## src/rtl/level_sequencer.sv

```systemverilog
// Game level sequencer: tracks level, score and lives through a five-state game FSM.
// Define LEVEL_SEQ_HEX_EN to add the hex_level 7-segment output and its decoder.
module level_sequencer #(
  parameter int unsigned HITS_PER_LEVEL = 5,
  parameter int unsigned LIVES          = 3
) (
  input  logic       Clock,
  input  logic       Reset,
  input  logic       start,
  input  logic       hit,
  input  logic       miss,
  input  logic       tick,
  output logic [2:0] level,
  output logic [7:0] score,
  output logic [1:0] lives,
  output logic       playing,
  output logic       level_up,
  output logic       game_over,
`ifdef LEVEL_SEQ_HEX_EN
  output logic       win,
  output logic [6:0] hex_level
`else
  output logic       win
`endif
);

  localparam logic [1:0] LivesInit  = 2'(LIVES);
  localparam logic [3:0] HitsTarget = 4'(HITS_PER_LEVEL);
  localparam logic [2:0] MaxLevel   = 3'd5;

  typedef enum logic [2:0] {
    StIdle     = 3'd0,
    StPlay     = 3'd1,
    StLevelUp  = 3'd2,
    StGameOver = 3'd3,
    StWin      = 3'd4
  } state_e;

  state_e     state_q, state_d;
  logic [2:0] level_q, level_d;
  logic [7:0] score_q, score_d;
  logic [1:0] lives_q, lives_d;
  logic [3:0] hit_cnt_q, hit_cnt_d;
  logic       level_up_q, level_up_d;
  logic       playing_q, game_over_q, win_q;

  always_comb begin
    state_d    = state_q;
    level_d    = level_q;
    score_d    = score_q;
    lives_d    = lives_q;
    hit_cnt_d  = hit_cnt_q;
    level_up_d = 1'b0;
    case (state_q)
      StIdle, StGameOver, StWin: begin
        if (start) begin
          state_d   = StPlay;
          level_d   = 3'd1;
          score_d   = 8'd0;
          lives_d   = LivesInit;
          hit_cnt_d = 4'd0;
        end
      end
      StPlay: begin
        // A miss wins over a simultaneous hit; the hit is dropped entirely.
        if (miss) begin
          if (lives_q <= 2'd1) begin
            lives_d = 2'd0;
            state_d = StGameOver;
          end else begin
            lives_d = lives_q - 2'd1;
          end
        end else if (hit) begin
          if (score_q != 8'hff) score_d = score_q + 8'd1;
          hit_cnt_d = hit_cnt_q + 4'd1;
          if (hit_cnt_q + 4'd1 == HitsTarget) begin
            state_d = (level_q == MaxLevel) ? StWin : StLevelUp;
          end
        end
      end
      StLevelUp: begin
        if (tick) begin
          if (level_q < MaxLevel) level_d = level_q + 3'd1;
          hit_cnt_d  = 4'd0;
          level_up_d = 1'b1;
          state_d    = StPlay;
        end
      end
      default: state_d = StIdle;
    endcase
  end

  always_ff @(posedge Clock or posedge Reset) begin
    if (Reset) begin
      state_q     <= StIdle;
      level_q     <= 3'd1;
      score_q     <= 8'd0;
      lives_q     <= LivesInit;
      hit_cnt_q   <= 4'd0;
      level_up_q  <= 1'b0;
      playing_q   <= 1'b0;
      game_over_q <= 1'b0;
      win_q       <= 1'b0;
    end else begin
      state_q     <= state_d;
      level_q     <= level_d;
      score_q     <= score_d;
      lives_q     <= lives_d;
      hit_cnt_q   <= hit_cnt_d;
      level_up_q  <= level_up_d;
      playing_q   <= (state_d == StPlay) || (state_d == StLevelUp);
      game_over_q <= (state_d == StGameOver);
      win_q       <= (state_d == StWin);
    end
  end

  assign level     = level_q;
  assign score     = score_q;
  assign lives     = lives_q;
  assign level_up  = level_up_q;
  assign playing   = playing_q;
  assign game_over = game_over_q;
  assign win       = win_q;

`ifdef LEVEL_SEQ_HEX_EN
  // Segment order is {a,b,c,d,e,f,g}, active low.
  always_comb begin
    hex_level = 7'b1111111;
    case (level_q)
      3'd1:    hex_level = 7'b1001111;
      3'd2:    hex_level = 7'b0010010;
      3'd3:    hex_level = 7'b0000110;
      3'd4:    hex_level = 7'b1001100;
      3'd5:    hex_level = 7'b0100100;
      default: hex_level = 7'b1111111;
    endcase
  end
`endif

endmodule

```

## config.mk

```make
export PLATFORM = sky130hd
export DESIGN_NAME = level_sequencer
export DESIGN_NICKNAME = d
export VERILOG_FILES = /design/src/rtl/level_sequencer.sv
export SDC_FILE = /design/constraint.sdc
export NUM_CORES = 1
export LEC_CHECK = 0
export ABC_CLOCK_PERIOD_IN_PS = 2450
export CAP_MARGIN = 20
export CELL_PAD_IN_SITES_DETAIL_PLACEMENT = 2
export CELL_PAD_IN_SITES_GLOBAL_PLACEMENT = 2
export CORE_MARGIN = 2
export CORE_UTILIZATION = 33
export CTS_CLUSTER_DIAMETER = 50
export DETAILED_ROUTE_END_ITERATION = 6
export GPL_TIMING_DRIVEN = 1
export PLACE_DENSITY = 0.84
export SYNTH_ARGS = -nofsm -noshare
export SYNTH_HDL_FRONTEND = slang
export SYNTH_SLANG_ARGS = --single-unit
export TNS_END_PERCENT = 30
```

## constraint.sdc

```tcl
create_clock -name Clock -period 2.45 [get_ports Clock]
set_input_delay 0.245 -clock Clock [delete_from_list [all_inputs] [get_ports Clock]]
set_output_delay 0.245 -clock Clock [all_outputs]
set_load 0.01 [all_outputs]
```

==> flow_summary.ini <==
[status]
outcome = complete, no violations

[critical_path]
reg2regPathDepth = 4
path_cells = nor3b_1, and4_1, nor2_1, mux2_2
start_kind = register
end_kind = register
worst_ep_arrival_time_ps = 2120
criticalPathCategory = reg -> reg
worst_path_max_delay_cell = dfrtp_1
cp_max_fo = 13
cpPeakStageDelay_ps = 620
cp.required_ps = 2610

[timing]
tightestPinTransition_ps = 460
hold_slack_ps = 322
period_minus_slack_ps = 1950
slew_violations = 0
grt_setup_unrepaired = no
finalCritPeriodShare_pct = 79.7
hold_violations = 0
setup_viol_count_final = 0
fin_setup_tns_ps = 0
slew_headroom_pct = 69.2
finalClockSkew_ps = 5.17
max_freq_ghz = 0.512

[detailed_routing]
vias_per_cell = 5.40
routed-via-count = 1140
dr.pass1.iters = 4
wl_per_cell_um = 17.8
drtIter0Drc = 30
detail-route-antenna-nets = 0
drc = 0
drt_wl_total_um = 3750

[hold_path]
hp-class = in -> async

[cells_and_area]
area_growth_pct = 24.7
most-common-layout-cells = clkdlybuf4s50_1, dfrtp_1, nand2_1, inv_1, o21ai_0
fin_area_um2 = 1720
instances_no_fill = 211
final_net_count = 173
drive_above_1_share_pct = 15.5
layout_commonest_cell = clkdlybuf4s50_1
fill_cells = 427
n_antenna_cell = 0

[synth]
ys.flop_type = dfrtp_1
ys_ff_latch = 24
synth-edff-count = 0
seq_area_frac_synth_pct = 43.8
postSynthAreaPerCell_um2 = 10.3
ys_types = 46
yosysWarnings = 0
synth_top_area_share_pct = 38.1
syn_area_um2 = 1380
synth_top_cell_by_area = dfrtp_1
syn_inst = 134
yosys-top-cells-area = dfrtp_1, dfstp_2, mux2_2, ha_1, nand2_1
async_flop_share_pct = 100
syn_nets = 145

[grt]
antenna_found_initial = 0
grt_max_degree = 25
grt_use_total_pct = 19.0
grt_pass1_wl_um = 6480
overflow = 0
grt_pass1_vias = 1299

[placement]
io_buffers = 22
place_area_um2 = 1670
dp_hpwl_um = 2950
dp.cells = 207
gp_congestion = 0.821

[clock_network]
clk_pin_slew_ps = 90
cts_sinks = 24
postCtsHoldBufs = 0
cts.path.max_buffers = 2
cts-resized-gates = 0
cts_setup_buffers = 0
h-tree-depth = 1
insertion_delay_ps = 270
cts_made_buffers = 3
cts_tree = built
root_buffer = clkbuf_8

[die]
rows = 23
fp.dieArea_um2 = 4710
core_um2 = 4000
io-pin-count = 23
start_util_pct = 34.5
die_y_um = 68.6
die_x_um = 68.6

[flow_run]
drv_cap = 0

[power]
power_density_nw_per_um2 = 981
cellLeakagePower_nw = 0.706
vdd_drop_max_uv = 439
-- report_power, final --
part	switching [mW]	internal, mW	total (mW)
Clock	0.129	0.116	0.245
Combinational	0.367	0.394	0.761
Sequential	0.159	0.521	0.680
Total	0.655	1.03	1.69
-- worst max-delay path: cells and delay by family (launching register included) --
family / cells / cell delay (ps)
DFF: 1 / 620
muxes: 1 / 290
and+or+nand+nor: 3 / 940
-- routing by layer --
metal / wire length [um] / global-route usage [%] / up-vias
li1: - / - / 545
met1: 1570 / 23.0 / 566
met2: 2020 / 33.5 / 21
met3: 101 / 2.92 / 8
met4: 63 / 7.75 / 0
met5: 0 / 0 / -
-- registers in the layout, indices dropped and copies added, names as in the netlist --
register,count
level_up,1
hit_cnt_q,4
score,8
game_over,1
lives,2
win,1
level,3
state_q,3
playing,1
-- metrics by stage --
step                setup WS (ps)  utilization [%]  total power [mW]
detailed placement            369             41.9              1.46
finish                        497             43.0              1.69
floorplan                     627                -              1.12
global route                  306             43.0              1.83
global placement              452             41.9              1.40
CTS                           479             43.0              1.72
-- cell families after synthesis --
logic type	count (synthesis)	synth area share (%)
AND/OR/NAND/NOR	53	24.6
XOR/XNOR	2	1.27
multiplexers	10	7.80
AO/OA/AOI/OAI	27	13.7
buffers and inverters	13	4.26
flip-flops	24	43.8
adder cells (fa/ha/maj)	5	4.54
-- final cells by class --
type	instances	area (um^2)	share of cell area, %
inverter	9	33.8	1.97
tap	50	62.6	3.64
clock buffer	4	45.0	2.62
multi-input combinational	97	716	41.6
timing repair buffer	27	258	15.0
sequential	24	604	35.2
-- cell usage after synthesis (2+ instances only) --
cell type / instances
nor2b_1: 2
mux2i_1: 4
buf_2: 2
a31oi_1: 4
or4_1: 2
nor2_1: 2
nand2_1: 15
o22ai_1: 2
nand3_1: 6
o21ai_0: 8
buf_4: 2
nor3_1: 3
dfrtp_1: 21
or3_1: 4
ha_1: 5
and2_1: 3
and4_1: 3
inv_1: 9
dfstp_2: 3
o31ai_1: 2
a21oi_1: 2
mux2_2: 6
-- path summary, 6_finish.rpt --
check | startpoint | endpoint | slack, ps
hold reg to reg | lives[0]$_DFFE_PP1P_ | lives[0]$_DFFE_PP1P_ | 520
setup / recovery | state_q[0]$_DFF_PP0_ | score[0]$_DFFE_PP0P_ | 500
min in group Clock | lives[0]$_DFFE_PP1P_ | lives[0]$_DFFE_PP1P_ | 520
max in group asynchronous | Reset | level[0]$_DFFE_PP1P_ | 1830
hold / removal | Reset | score[1]$_DFFE_PP0P_ | 320
setup reg to reg | state_q[0]$_DFF_PP0_ | score[0]$_DFFE_PP0P_ | 500
(Power assumes the default switching activity.)
